### src/rtl/time_counter.sv
// time_counter: free-running binary time-of-day counter (hh:mm:ss).
//
// Loads a binary preset while PE_counter is high. Otherwise it advances once
// per second from an internal prescaler of clk. It emits one-cycle strobes on
// each advance, on each hour carry and on the midnight wrap, and one on every
// cycle that a preset is rejected.
//
// Optional feature: define TIME_COUNTER_CHIME_EN to build the hourly chime.
// The chime rises with hour_carry and holds for CHIME_SECS ticks. When the
// macro is undefined, chime is tied low and no chime counter is built.
module time_counter #(
   parameter int unsigned TICK_DIV   = 100_000_000,
   parameter int unsigned CHIME_SECS = 5
) (
   input  logic       clk,
   input  logic       _CR,
   input  logic       PE_counter,
   input  logic [7:0] pre_hour,
   input  logic [7:0] pre_min,
   input  logic [7:0] pre_sec,
   output logic [7:0] hour,
   output logic [7:0] min,
   output logic [7:0] sec,
   output logic       tick,
   output logic       hour_carry,
   output logic       day_wrap,
   output logic       load_err,
   output logic       chime
);

   // The prescaler is wide enough to hold TICK_DIV-1.
   localparam int unsigned   PW   = (TICK_DIV > 2) ? $clog2(TICK_DIV) : 1;
   localparam logic [PW-1:0] TERM = PW'(TICK_DIV - 1);

   // Reject configurations the counter cannot represent.
   if (TICK_DIV < 2 || CHIME_SECS < 1) begin : g_param_chk
      $error("time_counter: TICK_DIV must be >= 2 and CHIME_SECS >= 1");
   end

   logic [PW-1:0] presc_q, presc_d;
   logic [7:0]    hour_q, hour_d;
   logic [7:0]    min_q, min_d;
   logic [7:0]    sec_q, sec_d;
   logic          tick_q, tick_d;
   logic          hour_carry_q, hour_carry_d;
   logic          day_wrap_q, day_wrap_d;
   logic          load_err_q, load_err_d;

   logic preset_ok;   // all three preset fields are within range
   logic adv;         // seconds advance on this edge
   logic carry_adv;   // this advance wraps the minute (hour carry)

   assign preset_ok = (pre_hour <= 8'd23) && (pre_min <= 8'd59) && (pre_sec <= 8'd59);

   // A load always wins over a terminal count, so that count is dropped.
   assign adv       = !PE_counter && (presc_q == TERM);
   assign carry_adv = adv && (sec_q == 8'd59) && (min_q == 8'd59);

   // Next-state logic: load, advance with cascaded wrap, or prescale.
   always_comb begin
      presc_d      = presc_q;
      hour_d       = hour_q;
      min_d        = min_q;
      sec_d        = sec_q;
      tick_d       = 1'b0;
      hour_carry_d = 1'b0;
      day_wrap_d   = 1'b0;
      load_err_d   = 1'b0;

      if (PE_counter) begin
         // Every load cycle restarts the second, whether or not the preset is accepted.
         presc_d = '0;
         if (preset_ok) begin
            hour_d = pre_hour;
            min_d  = pre_min;
            sec_d  = pre_sec;
         end else begin
            load_err_d = 1'b1;
         end
      end else if (adv) begin
         presc_d = '0;
         tick_d  = 1'b1;
         if (sec_q == 8'd59) begin
            sec_d = 8'd0;
            if (min_q == 8'd59) begin
               min_d        = 8'd0;
               hour_carry_d = 1'b1;
               if (hour_q == 8'd23) begin
                  hour_d     = 8'd0;
                  day_wrap_d = 1'b1;
               end else begin
                  hour_d = hour_q + 8'd1;
               end
            end else begin
               min_d = min_q + 8'd1;
            end
         end else begin
            sec_d = sec_q + 8'd1;
         end
      end else begin
         presc_d = presc_q + PW'(1);
      end
   end

   // State and strobe registers; the synchronous reset overrides load and count.
   always_ff @(posedge clk) begin
      if (!_CR) begin
         presc_q      <= '0;
         hour_q       <= 8'd0;
         min_q        <= 8'd0;
         sec_q        <= 8'd0;
         tick_q       <= 1'b0;
         hour_carry_q <= 1'b0;
         day_wrap_q   <= 1'b0;
         load_err_q   <= 1'b0;
      end else begin
         presc_q      <= presc_d;
         hour_q       <= hour_d;
         min_q        <= min_d;
         sec_q        <= sec_d;
         tick_q       <= tick_d;
         hour_carry_q <= hour_carry_d;
         day_wrap_q   <= day_wrap_d;
         load_err_q   <= load_err_d;
      end
   end

   assign hour       = hour_q;
   assign min        = min_q;
   assign sec        = sec_q;
   assign tick       = tick_q;
   assign hour_carry = hour_carry_q;
   assign day_wrap   = day_wrap_q;
   assign load_err   = load_err_q;

`ifdef TIME_COUNTER_CHIME_EN
   localparam int unsigned CW = $clog2(CHIME_SECS + 1);

   logic [CW-1:0] chime_cnt_q, chime_cnt_d;
   logic          chime_q;

   // Chime countdown: an hour carry (re)loads it, and each later tick decrements it.
   always_comb begin
      chime_cnt_d = chime_cnt_q;
      if (PE_counter) begin
         chime_cnt_d = '0;
      end else if (carry_adv) begin
         chime_cnt_d = CW'(CHIME_SECS);
      end else if (adv && (chime_cnt_q != '0)) begin
         chime_cnt_d = chime_cnt_q - CW'(1);
      end
   end

   // The chime level is registered from the next count, so it rises with
   // hour_carry and falls with the last tick.
   always_ff @(posedge clk) begin
      if (!_CR) begin
         chime_cnt_q <= '0;
         chime_q     <= 1'b0;
      end else begin
         chime_cnt_q <= chime_cnt_d;
         chime_q     <= (chime_cnt_d != '0);
      end
   end

   assign chime = chime_q;
`else
   assign chime = 1'b0;
`endif

endmodule

### config.mk
export PLATFORM = sky130hd
export DESIGN_NAME = time_counter
export DESIGN_NICKNAME = d
export VERILOG_FILES = /design/src/rtl/time_counter.sv
export SDC_FILE = /design/constraint.sdc
export NUM_CORES = 1
export LEC_CHECK = 0
export CAP_MARGIN = 20
export CORE_MARGIN = 8
export CORE_UTILIZATION = 47
export DETAILED_ROUTE_END_ITERATION = 8
export PLACE_DENSITY = 0.76
export SYNTH_ARGS = -nofsm -noshare
export SYNTH_HDL_FRONTEND = slang
export SYNTH_SLANG_ARGS = --single-unit
### constraint.sdc
create_clock -name clk -period 2.1 [get_ports clk]
set_input_delay 0.21 -clock clk [delete_from_list [all_inputs] [get_ports clk]]
set_output_delay 0.21 -clock clk [all_outputs]
set_load 0.02 [all_outputs]
* Yosys cells after proc, flatten, opt, wreduce, memory -nomap -nowiden *
Cells that the tools add are included.

cells by class
  add/subtract/negate cells = 4
  multiply operators = 0
  divide/modulo/power cells = 0
  magnitude comparators = 3
  equality and inequality tests = 5
  shift-type cells = 0
  mux-type cells = 19
  bitwise gates (word level) = 4
  reductions and logical operators = 15

operators with widths
  kind                                                                    number
  8-bit two-way mux                                                       15
  27-bit by 1-bit adder with 27-bit output (second input constant)        1
  27-bit equality test (second input constant)                            1
  8-bit by 1-bit adder with 8-bit output (second input constant)          3
  8-bit by 6-bit equality test with 1-bit output (second input constant)  2
  8-bit by 6-bit <= comparator with 1-bit output (second input constant)  2
  8-bit by 5-bit equality test with 1-bit output (second input constant)  1
  8-bit by 5-bit <= comparator with 1-bit output (second input constant)  1
  2-bit nonzero test                                                      3
  5-bit OR reduction                                                      1
  1-bit two-way mux                                                       4
  1-bit inverter                                                          4
  2-bit AND reduction                                                     2
  4-bit AND reduction                                                     1
  4-bit OR reduction                                                      1
  1-bit logical AND                                                       3
  3-bit AND reduction                                                     1
  3-bit OR reduction                                                      1
  2-bit by 1-bit != test with 1-bit output (second input constant)        1
  2-bit OR reduction                                                      1
  1-bit zero test                                                         1

word-level totals
  flip-flop bits (word level) = 55
  latch bits = 0
  memory bits (writable) = 0
  memory bits (read-only) = 0
  input port bits = 27
  output and inout bits = 29
  logic and storage cells = 58
  memories kept = 0

* Longest topological paths before layout *
  word-level depth = 6
  depth in mapped cells = 8
  depth with buffers taken out = 6

* Worst setup path after synthesis *
No wires, ideal clock.

  path kind = flip-flop to flip-flop
  from = register min_q[0] (netlist: min[0])
  to = register hour_q[6] (netlist: hour[6])
  setup time = 121 ps
  arrival = 2094 ps
  required time = 1979 ps
  setup slack = -115 ps
  cell stages (with the launch flop) = 7
  buffers on the path = 0
  period minus slack after synthesis = 2215 ps
  path through = dfxtp_1 -> ha_1 -> or4b_4 -> nor4_4 -> nand3_2 -> a41oi_2 -> o21ai_1

on the way
  cells in the longest elaborated chain, start to end = 3

ends and longest elaborated chain
  what                                            RTL line  source
  start, declared                                 42        logic [7:0] min_q, min_d;
  start signal, assigned                          119       min_q <= min_d;
  8-bit by 6-bit equality test with 1-bit output  85        if (min_q == 8'd59) begin
  2-bit nonzero test (no line)                    n/a
  4-bit AND reduction (no line)                   n/a
  end signal, assigned                            118       hour_q <= hour_d;
  end, declared                                   41        logic [7:0] hour_q, hour_d;

Every way passes these cells.
A chain may end at the register's enable or synchronous reset.

* Worst setup path after layout *
  from = register presc_q[19]
  to = register sec_q[1] (netlist: sec[1])

on the way
  cells in the longest elaborated chain, start to end = 4

ends and longest elaborated chain
  what                           RTL line  source
  start, declared                40        logic [PW-1:0] presc_q, presc_d;
  start signal, assigned         117       presc_q <= presc_d;
  27-bit equality test           56        assign adv = !PE_counter && (presc_q == TERM);
  1-bit logical AND              56
  2-bit nonzero test (no line)   n/a
  2-bit AND reduction (no line)  n/a
  end signal, assigned           111       sec_q <= 8'd0;
  end signal, assigned           120       sec_q <= sec_d;
  end, declared                  43        logic [7:0] sec_q, sec_d;

Every way passes these cells.

==> flow_metrics.py <==
metrics = {
    "die": {
        "initial_core_util": 0.485,
        "die_area_sq_mm": 0.00935,
        "coreArea_sq_mm": 0.00631,
        "die_h_um": 96.7,
        "num_rows": 29,
        "io_pins": 56,
        "dieWidth_um": 96.7,
    },
    "power": {
        "swShare": 0.236,
        "p_per_area_mw_per_mm2": 485,
        "clock_power_share": 0.380,
        "power_leakage_uw": 0.00144,
        "ir_drop_uv": 296,
        "p_comb_frac": 0.081,
        "p_seq_frac": 0.538,
        "power.total_uw": 1950,
        "p_sw_uw": 459,
        "internal_power_uw": 1490,
    },
    "sta": {
        "fin_worst_skew_ps": 6.66,
        "period_share": 0.951,
        "finalSetupViolations": 0,
        "rsz0062_at_grt": "false",
        "slew_violations": 0,
        "slew_headroom": 0.627,
        "clock.fmax_mhz": 501,
        "hold_viol_final": 0,
        "period_minus_slack_ps": 2000,
        "tightest_slew_ps": 557,
        "whs_ps": 460,
    },
    "synth": {
        "ys_warn_count": 0,
        "syn_nets": 407,
        "ys_ff_latch": 55,
        "async_flop_share": 0,
        "ys_seq_area_frac": 0.360,
        "synthCells": 376,
        "synthDistinctLibCells": 56,
        "postSynthAreaPerCell_sq_um": 8.14,
        "synth_top_flop_cell": "dfxtp_1",
        "synthesis.area_sq_mm": 0.00306,
        "synth_edf_count": 0,
    },
    "clock_tree": {
        "hold_buffers": 0,
        "insertion_delay_ps": 310,
        "clockBufferDepth": 2,
        "cts_setup_buffers": 0,
        "h-tree-depth": 2,
        "tritoncts": "built",
        "clkTransAtPathRegs_ps": 110,
        "numCtsBuffers": 5,
        "clock_sinks": 55,
        "cts_root_buffer": "clkbuf_8",
        "cts_resized": 0,
    },
    "global_route": {
        "gr-total-overflow": 0,
        "grt_pass1_wl_um": 14600,
        "first_global_vias": 2938,
        "grt_max_degree": 34,
        "track_usage": 0.179,
        "antenna_found_initial": 0,
    },
    "route": {
        "num_vias": 3198,
        "dr.pass1.iters": 5,
        "drc": 0,
        "wl_per_cell_um": 16.5,
        "post_drt_via_cell_ratio": 6.03,
        "routed_wl_um": 8770,
        "antenna_left": 0,
        "drtIter0Drc": 273,
    },
    "critical_path": {
        "endpoint_kind": "flip-flop",
        "cp_max_fo": 12,
        "arrival_ps": 2200,
        "cp.required_ps": 2300,
        "startpoint_type": "flip-flop",
        "critPathKind": "flip-flop to flip-flop",
    },
    "cells_and_area": {
        "final_common_cell": "clkdlybuf4s50_1",
        "layout-drive-gt1-share": 0.139,
        "nNetsFinal": 483,
        "final_area_sq_mm": 0.00401,
        "final_cell_mix": "clkdlybuf4s50_1, dfxtp_1, nor2_1, nand2_1, buf_4",
        "area_growth_pct": 31.2,
        "diodes": 0,
    },
    "placed_design": {
        "routabilityCongestion": 0.896,
        "io_buffers": 54,
        "dpl-instance-area_sq_mm": 0.00389,
        "dp_hpwl_um": 6390,
    },
    "job": {
        "drv_cap": 0,
    },
    "outcome": {
        "status": "finished, final reports clean",
    },
    "hold_path": {
        "hold_path_class": "flip-flop to flip-flop",
    },
}
-- routing by layer --
layer  vias up  global-route usage  share of wire
li1       1550                   -              -
met1      1502               0.238           0.46
met2       136               0.282           0.46
met3        10              0.0356          0.070
met4         0              0.0521          0.012
met5         -                   0              0
-- worst paths after layout --
check	to	slack, ps	from	depth (start not counted)
worst min-delay path	presc_q[0]	460	presc_q[0]	1
worst max-delay path	sec[1]	100	presc_q[19]	6
worst max register to register	sec[1]	100	presc_q[19]	6
worst min register to register	presc_q[0]	460	presc_q[0]	1
-- Yosys cell counts, types with 3 or more instances --
library cell / instances / share of area
dfxtp_1: 55 / 0.36
nor2_1: 45 / 0.055
nand2_1: 42 / 0.052
nand3_1: 21 / 0.034
xor2_1: 19 / 0.054
nand4_1: 18 / 0.037
clkbuf_1: 15 / 0.018
a21oi_1: 14 / 0.023
and3_1: 14 / 0.029
o21ai_0: 12 / 0.020
inv_1: 9 / 0.011
nor3_1: 8 / 0.013
and4_1: 6 / 0.017
o31ai_1: 6 / 0.015
xnor2_1: 6 / 0.017
a22oi_1: 5 / 0.012
nor4_1: 5 / 0.010
o41ai_1: 5 / 0.014
a32oi_1: 4 / 0.011
buf_2: 4 / 0.0065
ha_1: 4 / 0.016
o2111ai_1: 4 / 0.011
o22ai_1: 4 / 0.0082
a211oi_1: 3 / 0.0074
and2_1: 3 / 0.0061
o21ai_1: 3 / 0.0049
o32ai_1: 3 / 0.0086
-- power groups by stage --
| stage | Sequential [uW] | Clock [uW] | Combinational [uW] |
|---|---|---|---|
| final | 1050 | 740 | 158 |
| after global routing | 1050 | 789 | 171 |
| after CTS | 1050 | 753 | 157 |
| after detailed placement | 1070 | 0 | 156 |
| after global placement | 1070 | 0 | 156 |
| after floorplan | 1070 | 0 | 68.6 |
-- critical path: stages, from the launching register on --
cell and delay [ps]:
dfxtp_1 350, or4b_4 550, nor4_4 270, nand2_1 110
buf_4 200, a222oi_1 320, nor3_1 80
-- registers in the layout, indices dropped and copies added (netlist names) --
register / cells
load_err: 1
min: 8
hour_carry: 1
tick: 1
hour: 8
sec: 8
day_wrap: 1
presc_q: 27
-- cell type report --
cell class / count / area [sq um]
Sequential cell: 55 / 1100
Timing Repair Buffer: 90 / 823
Clock buffer: 5 / 68.8
Fill cell: 568 / 2300
Clock inverter: 3 / 47.5
Inverter: 9 / 33.8
Tap cell: 77 / 96.3
Multi-Input combinational cell: 291 / 1840
-- cells by family after synthesis --
| kind of cell | Yosys count | share of synthesized area |
|---|---|---|
| buffers and inverters | 30 | 0.0421 |
| adder cells (fa/ha/maj) | 4 | 0.0164 |
| XOR/XNOR | 25 | 0.0716 |
| other | 1 | 0.00123 |
| AO/OA/AOI/OAI | 80 | 0.193 |
| AND/OR/NAND/NOR | 181 | 0.315 |
| flip-flops | 55 | 0.360 |
-- metrics by stage --
stage,cells,util,setup WS (ps),TNS (ps)
2_1_floorplan,376,-,10.4,0
3_3_place_gp,522,0.616,63.7,0
3_5_place_dp,522,0.616,-1.20,-1.20
4_1_cts,530,0.635,49.5,0
5_1_grt,530,0.636,9.23,0
6_report,530,0.636,103,0
No activity file was read; power rests on OpenSTA's default activity.
